## src/rtl/lora_pkg.sv

```systemverilog
// Shared definitions for the LoRa frame receiver: sync byte, payload bit
// positions and the state encodings of the parser and the UART deserializer.
package lora_pkg;

    localparam logic [7:0] LORA_SYNC = 8'hAA;

    localparam int LED_BIT  = 7;
    localparam int RGB_BIT  = 6;
    localparam int BELL_BIT = 5;
    localparam int MODE_HI  = 4;
    localparam int MODE_LO  = 2;

    typedef enum logic [1:0] {
        ST_HDR = 2'd0,
        ST_PAY = 2'd1,
        ST_TRL = 2'd2
    } parse_state_t;

    typedef enum logic [1:0] {
        RX_IDLE  = 2'd0,
        RX_START = 2'd1,
        RX_DATA  = 2'd2,
        RX_STOP  = 2'd3
    } uart_state_t;

    // A payload byte carries its flags in [7:2]; the two low bits must be zero.
    function automatic logic payload_ok(input logic [7:0] b);
        return b[1:0] == 2'b00;
    endfunction

endpackage

```

## src/rtl/lora_frame_rx_uart_rx.sv

```systemverilog
// 8N1 UART deserializer driven by a 16x oversample tick; emits a one-cycle
// rx_done_tick with the received byte once the stop bit has been sampled.
module uart_rx
    import lora_pkg::*;
(
    input  logic       clk,
    input  logic       rst,
    input  logic       rx,
    input  logic       s_tick,
    output logic [7:0] dout,
    output logic       rx_done_tick
);

    uart_state_t state;
    logic [3:0]  s_cnt;
    logic [2:0]  n_cnt;
    logic [7:0]  shreg;
    logic        rx_prev;

    // Start bit sampled mid-bit at tick 7, every later bit 16 ticks after the previous sample.
    always_ff @(posedge clk) begin
        if (rst) begin
            state        <= RX_IDLE;
            s_cnt        <= 4'd0;
            n_cnt        <= 3'd0;
            shreg        <= 8'd0;
            rx_prev      <= 1'b1;
            rx_done_tick <= 1'b0;
        end else begin
            rx_prev      <= rx;
            rx_done_tick <= 1'b0;
            case (state)
                RX_IDLE: begin
                    if (rx_prev && !rx) begin
                        state <= RX_START;
                        s_cnt <= 4'd0;
                    end
                end
                RX_START: begin
                    if (s_tick) begin
                        if (s_cnt == 4'd7) begin
                            state <= RX_DATA;
                            s_cnt <= 4'd0;
                            n_cnt <= 3'd0;
                        end else begin
                            s_cnt <= s_cnt + 4'd1;
                        end
                    end
                end
                RX_DATA: begin
                    if (s_tick) begin
                        if (s_cnt == 4'd15) begin
                            s_cnt <= 4'd0;
                            shreg <= {rx, shreg[7:1]};
                            if (n_cnt == 3'd7) begin
                                state <= RX_STOP;
                            end else begin
                                n_cnt <= n_cnt + 3'd1;
                            end
                        end else begin
                            s_cnt <= s_cnt + 4'd1;
                        end
                    end
                end
                RX_STOP: begin
                    if (s_tick) begin
                        if (s_cnt == 4'd15) begin
                            state        <= RX_IDLE;
                            s_cnt        <= 4'd0;
                            rx_done_tick <= 1'b1;
                        end else begin
                            s_cnt <= s_cnt + 4'd1;
                        end
                    end
                end
                default: state <= RX_IDLE;
            endcase
        end
    end

    assign dout = shreg;

endmodule

```

## src/rtl/lora_frame_rx.sv

```systemverilog
// LoRa control-frame receiver: AA / payload / AA over 8N1 UART, committing
// led/rgb/bell/rgb_mode on a good trailer. Define LORA_RX_TIMEOUT_EN for an inter-byte timeout.
module lora_frame_rx
    import lora_pkg::*;
#(
    parameter int BAUD_DIV = 651,
    parameter int TIMEOUT  = 10_000_000
) (
    input  logic       clk,
    input  logic       rst,
    input  logic       lora_rx,
    output logic       bell,
    output logic       led,
    output logic       rgb,
    output logic [2:0] rgb_mode,
    output logic       frame_tick,
    output logic       err_tick
);

    localparam int BW = (BAUD_DIV > 1) ? $clog2(BAUD_DIV) : 1;

    logic [BW-1:0]         baud_cnt;
    logic                  s_tick;
    logic                  rx_meta;
    logic                  rx_sync;
    logic [7:0]            rx_byte;
    logic                  rx_done;
    logic                  timeout_hit;
    parse_state_t          state;
    logic [LED_BIT:MODE_LO] staged;

    assign s_tick = (baud_cnt == BW'(BAUD_DIV - 1));

    // Free-running oversample divider plus the two-flop synchronizer on the serial line.
    always_ff @(posedge clk) begin
        if (rst) begin
            baud_cnt <= '0;
            rx_meta  <= 1'b1;
            rx_sync  <= 1'b1;
        end else begin
            baud_cnt <= s_tick ? '0 : baud_cnt + 1'b1;
            rx_meta  <= lora_rx;
            rx_sync  <= rx_meta;
        end
    end

    uart_rx u_uart_rx (
        .clk          (clk),
        .rst          (rst),
        .rx           (rx_sync),
        .s_tick       (s_tick),
        .dout         (rx_byte),
        .rx_done_tick (rx_done)
    );

`ifdef LORA_RX_TIMEOUT_EN
    localparam int TW = (TIMEOUT > 1) ? $clog2(TIMEOUT) : 1;

    logic [TW-1:0] to_cnt;

    // An arriving byte always wins over a simultaneous expiry.
    assign timeout_hit = !rx_done && (state != ST_HDR) && (to_cnt == TW'(TIMEOUT - 1));

    always_ff @(posedge clk) begin
        if (rst || rx_done || state == ST_HDR || timeout_hit) begin
            to_cnt <= '0;
        end else begin
            to_cnt <= to_cnt + 1'b1;
        end
    end
`else
    assign timeout_hit = 1'b0;
`endif

    // Parser: a bad payload that is itself a sync byte is treated as a fresh header.
    always_ff @(posedge clk) begin
        if (rst) begin
            state      <= ST_HDR;
            staged     <= '0;
            bell       <= 1'b0;
            led        <= 1'b0;
            rgb        <= 1'b0;
            rgb_mode   <= 3'b000;
            frame_tick <= 1'b0;
            err_tick   <= 1'b0;
        end else begin
            frame_tick <= 1'b0;
            err_tick   <= 1'b0;
            if (rx_done) begin
                case (state)
                    ST_HDR: begin
                        if (rx_byte == LORA_SYNC) state <= ST_PAY;
                    end
                    ST_PAY: begin
                        if (payload_ok(rx_byte)) begin
                            staged <= rx_byte[LED_BIT:MODE_LO];
                            state  <= ST_TRL;
                        end else begin
                            err_tick <= 1'b1;
                            state    <= (rx_byte == LORA_SYNC) ? ST_PAY : ST_HDR;
                        end
                    end
                    ST_TRL: begin
                        if (rx_byte == LORA_SYNC) begin
                            led        <= staged[LED_BIT];
                            rgb        <= staged[RGB_BIT];
                            bell       <= staged[BELL_BIT];
                            rgb_mode   <= staged[MODE_HI:MODE_LO];
                            frame_tick <= 1'b1;
                        end else begin
                            err_tick <= 1'b1;
                        end
                        state <= ST_HDR;
                    end
                    default: state <= ST_HDR;
                endcase
            end else if (timeout_hit) begin
                err_tick <= 1'b1;
                state    <= ST_HDR;
            end
        end
    end

endmodule

```

## config.mk

```make
export PLATFORM = sky130hd
export DESIGN_NAME = lora_frame_rx
export DESIGN_NICKNAME = d
export VERILOG_FILES = /design/src/rtl/lora_pkg.sv /design/src/rtl/lora_frame_rx_uart_rx.sv /design/src/rtl/lora_frame_rx.sv
export SDC_FILE = /design/constraint.sdc
export NUM_CORES = 1
export LEC_CHECK = 0
export ABC_AREA = 1
export CORE_ASPECT_RATIO = 0.6
export CORE_MARGIN = 3
export CORE_UTILIZATION = 50
export CTS_BUF_LIST = sky130_fd_sc_hd__clkbuf_16
export DETAILED_ROUTE_END_ITERATION = 6
export PLACE_DENSITY = 0.71
export REMOVE_ABC_BUFFERS = 1
export SYNTH_ARGS = -nofsm -noshare
export SYNTH_HDL_FRONTEND = slang
export SYNTH_SLANG_ARGS = --single-unit
```

## constraint.sdc

```tcl
create_clock -name clk -period 1.6 [get_ports clk]
set_clock_uncertainty 0.05 [all_clocks]
set_input_delay 0.16 -clock clk [delete_from_list [all_inputs] [get_ports clk]]
set_output_delay 0.16 -clock clk [all_outputs]
set_load 0.05 [all_outputs]
```

### Word-level counts from Yosys, hierarchy flattened

Cells that the tools add are included.
Widths: inputs -> output; s select.

* add/subtract/negate cells: 3
* equal/unequal tests: 21
* muxes and demuxes: 30
* bitwise logic cells: 4
* reductions and logical operators: 18

Operators by type and width (count)
* $mux 2: 10
* $mux 4: 5
* $mux 3: 5
* $ne 2x1->1 const B: 6
* $pmux 4 s3: 1
* $reduce_and 3->1: 4
* $add 10x1->10 const B: 1
* $eq 10x10->1 const B: 1
* $ne 2x2->1 const B: 5
* $eq 8x8->1 const B: 1
* $pmux 2 s4: 1
* $reduce_and 8->1: 1
* $eq 2x2->1 const B: 3
* $logic_not 2->1: 3
* $pmux 3 s2: 1
* $reduce_and 6->1: 1
* $reduce_or 2->1: 3
* $reduce_or 3->1: 2
* $mux 1: 5
* $add 4x1->4 const B: 1
* $eq 2x1->1 const B: 2
* $eq 4x3->1 const B: 1
* $eq 4x4->1 const B: 1
* $not 1->1: 4
* other kinds (8): 8

* flip-flop bits (word level): 47
* bits of input ports: 3
* output and inout port bits: 8

### Depth between registers and ports, before layout

Gate-level depths: netlist (run 1).

* word-level depth: 5
* mapped depth: 11
* gate-level depth less buffers: 11

### Modules after synthesis

Synthesis (run 1) repeated with hierarchy kept, for this count alone.

* cells, all modules: 314
* area, all modules: 2294.7 um^2

By module, submodules not included
* lora_frame_rx: instances 1, cells an instance 169, area each 1322.5 um^2, sequential area each 560.5 um^2
* uart_rx: instances 1, cells an instance 145, area each 972.2 um^2, sequential area each 380.4 um^2

### Least setup slack after synthesis (run 1)

No wires, ideal clock.

* kind: reg-to-reg
* start point: register u_uart_rx.state[0]
* end point: register u_uart_rx.n_cnt[1]
* setup time: 0.114 ns
* data arrival time: 1.335 ns
* data required time: 1.436 ns
* path slack: 0.101 ns
* stages on the path, launching flop included: 11
* period minus slack after synthesis: 1.499 ns
* cells stage by stage: dfxtp_1 inv_1 ha_1 inv_2 nand2_1 o21ai_2 clkinv_1 nor2_1 nand2_2 a21oi_1 nor2_1

* longest elaborated chain between the ends: 3
* elaborated cells on any way between the ends: 10
* classes of those cells: 7 x eq/ne; 1 x mux; 2 x reduce/logical

RTL lines
* start: declaration: line lora_frame_rx_uart_rx.sv:14 `uart_state_t state;`
* start signal: assignment: line lora_frame_rx_uart_rx.sv:23 `state <= RX_IDLE;`
* start signal: assignment: line lora_frame_rx_uart_rx.sv:35 `state <= RX_START;`
* start signal: assignment: line lora_frame_rx_uart_rx.sv:42 `state <= RX_DATA;`
* $eq 2x2->1 / $eq 2x1->1 (equally long branches): line lora_frame_rx_uart_rx.sv:32 `case (state)`
* $ne 2x2->1 (no source line), or another cell as far along
* $reduce_and 6->1 (no source line)
* end signal: assignment: line lora_frame_rx_uart_rx.sv:58 `n_cnt <= n_cnt + 3'd1;`
* end: declaration: line lora_frame_rx_uart_rx.sv:16 `logic [2:0] n_cnt;`

Parallel ways exist; a longest one is shown, timed or not.
A chain may end at the register's enable or synchronous reset.

### Worst setup path in the final report (run 1)

* start point: register u_uart_rx.s_cnt[0]
* end point: register u_uart_rx.shreg[1], in the netlist u_uart_rx.dout[1]

* longest elaborated chain between the ends: 2

RTL lines
* start: declaration: line lora_frame_rx_uart_rx.sv:15 `logic [3:0] s_cnt;`
* start signal: assignment: line lora_frame_rx_uart_rx.sv:46 `s_cnt <= s_cnt + 4'd1;`
* start signal: assignment: line lora_frame_rx_uart_rx.sv:61 `s_cnt <= s_cnt + 4'd1;`
* start signal: assignment: line lora_frame_rx_uart_rx.sv:72 `s_cnt <= s_cnt + 4'd1;`
* $eq 4x4->1: line lora_frame_rx_uart_rx.sv:52 `if (s_cnt == 4'd15) begin`
* $reduce_and 3->1 (no source line)
* end signal: assignment: line lora_frame_rx_uart_rx.sv:54 `shreg <= {rx, shreg[7:1]};`
* end: declaration: line lora_frame_rx_uart_rx.sv:17 `logic [7:0] shreg;`

Every way passes these cells.

==> summary.txt, run 1 <==
# rows = 18
Reg power frac = 0.348
Total track usage = 0.1859
Global-route wire length before repair = 7886 µm
Post-Synthesis Cells = 305
Int Pwr = 2.592 mW
Vias in the first global route = 1730
Worst VDD drop = 1.019 mV
Total clock sinks = 47
Initial antenna violation count = 0
DR DRC count = 0
Worst path required time = 1.76 ns
Worst Max-Slew Pin Slew = 0.3489 ns
Layout cell share with drive strength beyond 1 = 0.2192
Gr ovfl total = 0
Max-Cap Viols = 0
Comb pwr share = 0.305
Nets@finish = 347
Clk_lat worst skew = 0.28 ns
PortBufs = 10
Tmin final = 1.524 ns
Fill cell count = 383
WL/cell = 12.92 µm
Area growth syn-to-layout = 24.34%
Sequential area share after synthesis = 0.4218
CTS H-Tree Depth = 2
Synth area leaders = dfxtp_1, nand2_1, nor2_1, ha_1, inv_1
Slew Limit Fails = 0
Final setup fails = 0
Die outline height = 57.74 µm
Worst Path Arrival = 1.69 ns
Pre-Repair DR Iteration Count = 4
Yosys top cell area share = 0.4218
Switching part of the total = 0.3262
Total I/O pin count = 11
Static leakage = 1.236 nW
Yosys cell types = 31
Critical path class = register to register
CTS tree = yes
Iteration-0 DRC Markers = 109
Pwr Total = 3.848 mW
Routed WL = 5079 µm
Placement-stage cell area = 2431 µm²
Fin Hold WS = 0.3708 ns
Core Util, Final = 0.6622
Min-Delay Path Class = register to register
Dpl cells = 379
Area leader, netlist = dfxtp_1
Core area = 4189 µm²
Mean Syn Cell Area = 7.314 µm²
Die X = 92.24 µm
Post-CTS Hold Fix Bufs = 0
CTS buffer count = 5
Register bit count reported by yosys = 47
Pin count of the biggest net entering global routing = 17
Startpoint types = register
Ant diodes = 0
DP Wirelength = 3291 µm
Clk pwr share = 0.347
Crit Path Max Fanout = 8
Root buf cell = clkbuf_16
Via count = 1928
Synthesized cell area = 2231 µm²
Starting Density = 0.5326
Clk buf depth = 2
Synth warn = 0
GP Congestion = 0.8288
Power Dens Cells = 1387 nW/µm²
Part of the cycle the worst path needs = 0.9522
Antenna viol nets, final = 0
Non-filler cells, final = 393
Final hold viol count = 0
Switch Pwr = 1.255 mW
Final instance area = 2774 µm²
DIE AREA = 5326 µm²
Crit. End Element = register
Max Clk Rate = 656.4 MHz
Outcome = complete, no violations
Rel. slew slack = 0.7656
Worst-path clk slew = 0.06 ns
Post-DR vias/cell = 4.906
==> cells in the final DEF, fill, tap and decap left out, types with 3 or more instances in the layout <==
cell type  count
inv_1         34
o21ai_0        8
nand4_1       10
nor3_1         5
buf_4         24
inv_2          4
a21oi_1       18
inv_4          3
nor2_2         3
ha_4           3
nor2_4         4
ha_1           8
nand2_1       69
nor2_1        45
clkbuf_16      5
dfxtp_2        5
dfxtp_1       41
nand2_2        5
nand3_1       11
xor2_1         3
==> state kept, by name (all words and copies together) (netlist names) <==
| name | cells |
|---|---|
| rgb_mode | 3 |
| u_uart_rx.state | 2 |
| u_uart_rx.dout | 8 |
| state | 2 |
| led | 1 |
| u_uart_rx.rx_done_tick | 1 |
| u_uart_rx.rx_prev | 1 |
| rx_meta | 1 |
| bell | 1 |
| u_uart_rx.s_cnt | 4 |
| u_uart_rx.n_cnt | 3 |
| rx_sync | 1 |
| staged | 6 |
| baud_cnt | 10 |
| frame_tick | 1 |
| err_tick | 1 |
| rgb | 1 |
==> synth_stat cells, drive strengths merged <==
library cell,instances
clkinv,3
clkbuf,3
nand4,11
nand3,14
nor4,1
xor2,3
o2111ai,1
or2,2
xnor2,1
nand2,76
a21oi,20
buf,4
o211ai,1
nor3,5
ha,12
inv,39
nor2,52
dfxtp,47
o21ai,10
==> what timing repair did <==
item,4_1_cts,5_1_grt
resized for setup,3,27
setup endpoints to repair,5,28
pin swaps,0,6
gates cloned,0,1
buffers inserted,0,5
==> power groups by stage <==
stage                     combinational [mW]  sequential [mW]  clock [mW]
after detailed placement                1.02             1.34           0
after CTS                               1.05             1.31        1.34
after global routing                    1.31             1.35        1.39
after global placement                 0.993             1.34           0
after floorplan                        0.798             1.33           0
final                                   1.17             1.34        1.34
==> cell type report <==
class	instances	area, µm²	share of cell area
multi-input cells	210	1190	0.4290
inverters	42	165.2	0.05954
clock buffers	5	125.1	0.04511
repair buffers	26	200.2	0.07217
flip-flops and latches	47	950.9	0.3428
clock inverters	3	67.56	0.02436
well taps	60	75.07	0.02706
==> critical path: stages, from the launching register on <==
cell and delay (ns):
dfxtp_2 0.38, ha_4 0.17, nand3_2 0.15, nor2_4 0.23, nand4_4 0.19, nand2_1 0.12, nand2_1 0.05, nor2_1 0.11
==> kinds of logic after synthesis <==
kind of cell | count (synthesis) | share of synthesized area
fa+ha+maj | 12 | 0.06730
compound gates | 32 | 0.07628
xor+xnor | 4 | 0.01571
buf+inv | 49 | 0.08805
flops | 47 | 0.4218
simple gates | 161 | 0.3309
==> metal layers <==
metal / wire, µm / track usage
met2: 2186 / 0.2707
met1: 2636 / 0.2752
met5: 0 / 0
met4: 20 / 0.05708
met3: 236 / 0.04150
==> through the flow <==
stage | setup slack, ns | TNS (ns)
floorplan | 0.09953 | 0
detailed placement | 0.002019 | 0
global placement | 0.07181 | 0
global route | -0.03650 | -0.1271
finish | 0.07647 | 0
CTS | 0.004891 | 0
==> worst paths after layout <==
check | startpoint | endpoint | slack, ns | depth (start not counted)
hold reg to reg | rx_meta | rx_sync | 0.37 | 1
setup reg to reg | u_uart_rx.s_cnt[0] | u_uart_rx.dout[1] | 0.08 | 7
setup / recovery | u_uart_rx.s_cnt[0] | u_uart_rx.dout[1] | 0.08 | 7
hold / removal | rx_meta | rx_sync | 0.37 | 1
Note: power is estimated with default switching activity, not from simulation.
==> run 2, diff against run 1 <==
PLACE_DENSITY = 0.68   (was 0.71)
clock period = 1.5 ns   (was 1.6 ns; I/O delays follow)
==> run 2 against run 1 <==
Effect of this change: sequential share of layout area is 2.4 points lower; sequential cell count unchanged; hold slack lost 0.0017 ns; core utilization increased by 4.5 points; sequential power rose by 7%; register-to-register slack worse by 0.03 ns; largest power group is now combinational logic.
==> summary.txt, run 2 (synthesis results as in run 1) <==
Outcome = complete, no violations
CTS buffer count = 5 (unchanged)
Pre-Repair DR Iteration Count = 4 (unchanged)
Part of the cycle the worst path needs = 0.9676 (+0.01535)
Die outline height = 57.74 µm (unchanged)
Global-route wire length before repair = 7810 µm (-0.96%)
Min-Delay Path Class = register to register
Max Clk Rate = 689.0 MHz (+5.0%)
Die X = 92.24 µm (unchanged)
Routed WL = 5235 µm (+3.1%)
Pwr Total = 4.016 mW (+4.4%)
Largest Register = baud_cnt
Clk buf depth = 2 (unchanged)
Initial antenna violation count = 0 (unchanged)
Tmin final = 1.451 ns (-0.07220 ns)
Core Util, Final = 0.7076 (+0.04540)
Critical path class = register to register
Startpoint types = register
Nets@finish = 368 (+6.1%)
Setup_tns = 0 ns (unchanged)
Ant diodes = 0 (unchanged)
Most frequent cells in the layout = nand2_1, nor2_1, dfxtp_1, buf_4, inv_1
DP Wirelength = 3256 µm (-1.1%)
Max-Cap Viols = 0 (unchanged)
Post-DR vias/cell = 4.874 (-0.65%)
GP Congestion = 0.8242 (-0.56%)
# rows = 18 (unchanged)
Static leakage = 1.336 nW (+8.1%)
Total clock sinks = 47 (unchanged)
WL/cell = 12.68 µm (-1.9%)
Via count = 2013 (+4.4%)
Layout cell share with drive strength beyond 1 = 0.2975 (+0.07823)
Power Dens Cells = 1355 nW/µm² (-2.3%)
Worst path required time = 1.63 ns (-0.13 ns)
Area growth syn-to-layout = 32.87%
CTS H-Tree Depth = 2 (unchanged)
Starting Density = 0.5326 (unchanged)
DR DRC count = 0 (unchanged)
Gr ovfl total = 0 (unchanged)
Vias in the first global route = 1693 (-2.1%)
PortBufs = 10 (unchanged)
Worst Path Arrival = 1.58 ns (-0.11 ns)
Antenna viol nets, final = 0 (unchanged)
Core area = 4189 µm² (unchanged)
Total I/O pin count = 11 (unchanged)
Final setup fails = 0 (unchanged)
DIE AREA = 5326 µm² (unchanged)
Worst-path clk slew = 0.06 ns (about the same)
Crit. End Element = register
Max reg flops = 10 (unchanged)
Final hold viol count = 0 (unchanged)
Pin count of the biggest net entering global routing = 17 (unchanged)
Root buf cell = clkbuf_16
CTS tree = yes
Most common cell after layout, fill and taps aside = nand2_1
Iteration-0 DRC Markers = 94 (-14%)
Slew Limit Fails = 0 (unchanged)
Rel. slew slack = 0.8119 (+0.04628)
Clk_lat worst skew = 0.28 ns (about the same)
Crit Path Max Fanout = 6 (-2)
Worst Max-Slew Pin Slew = 0.2812 ns (-0.06777 ns)
Total track usage = 0.1855 (-0.0004378)
RSZ-0062 raised after global routing = true
Fill cell count = 366 (-4.4%)
Worst VDD drop = 0.9728 mV (-4.5%)
run 2: changes by cell type in the layout (fill, tap and decap cells not counted), moves of 3 or more:
| cell | previous run | this run |
|---|---|---|
| nand2_1 | 69 | 63 |
| nor2_4 | 4 | 7 |
| nor3_1 | 5 | 2 |
| nand2_2 | 5 | 10 |
| buf_4 | 24 | 43 |
| nor3_2 | 0 | 3 |
run 2: final cells by class:
class	count	area (µm²)	share of cell area
Sequential cell	47	945.9	0.3191
Clock inverter	2	8.758	0.002955
Multi-Input combinational cell	210	1270	0.4285
Timing Repair Buffer	47	374.1	0.1262
Inverter	42	165.2	0.05572
Clock buffer	5	125.1	0.04221
Tap cell	60	75.07	0.02533
run 2: through the flow:
step / cell area (µm²) / instances / worst slack [ns] / hold WS [ns]
3_3_place_gp: 2536 / 393 / -0.01356 / 0.3439
6_report: 2964 / 413 / 0.04867 / 0.3692
4_1_cts: 2694 / 401 / -0.01208 / 0.3742
3_5_place_dp: 2536 / 393 / -0.08319 / 0.3546
5_1_grt: 2964 / 413 / -0.05946 / 0.3836
2_1_floorplan: 2193 / 298 / -0.0004694 / 0.1691
run 2: path summary, 6_finish.rpt:
path                from                  to  slack [ns]  depth (start not counted)
max          baud_cnt[0]  u_uart_rx.s_cnt[3]        0.05                         11
min              rx_meta             rx_sync        0.37                          1
max reg2reg  baud_cnt[0]  u_uart_rx.s_cnt[3]        0.05                         11
min reg2reg      rx_meta             rx_sync        0.37                          1
run 2: where the power goes:
| group | switching (mW) | total, mW | internal, mW |
|---|---|---|---|
| sequential | 0.0821 | 1.43 | 1.35 |
| combinational | 0.924 | 1.55 | 0.629 |
| clock | 0.436 | 1.04 | 0.599 |
| total | 1.44 | 4.02 | 2.57 |
run 2: critical path, stage by stage, from the launching register on:
cell,delay [ns]
dfxtp_2,0.32
inv_2,0.04
ha_2,0.16
nand2_2,0.07
nor2_4,0.17
nand3_4,0.13
nand2_4,0.14
nand2_4,0.08
inv_4,0.06
nand2_1,0.04
nand2_1,0.05
nor2_1,0.04
run 2: per-layer routing:
metal / share of wire / wire, µm / global-route usage
met1: 0.52 / 2733 / 0.2754
met2: 0.43 / 2245 / 0.2604
met3: 0.038 / 200 / 0.05577
met4: 0.011 / 55 / 0.05074
met5: 0 / 0 / 0
run 2: what timing repair did:
action / in CTS / in global routing
hold buffers: 0 / 0
setup buffers: 1 / 11
hold endpoints to repair: 0 / 0
pin swaps: 1 / 15
gates resized for setup: 7 / 42
gates cloned: 0 / 1
setup endpoints to repair: 19 / 21
==> run 3, diff against run 2 <==
SLEW_MARGIN = 20   (was unset)
==> results of run 3 <==
Same layout as run 2: the final DEF is identical, and so are final timing and power.
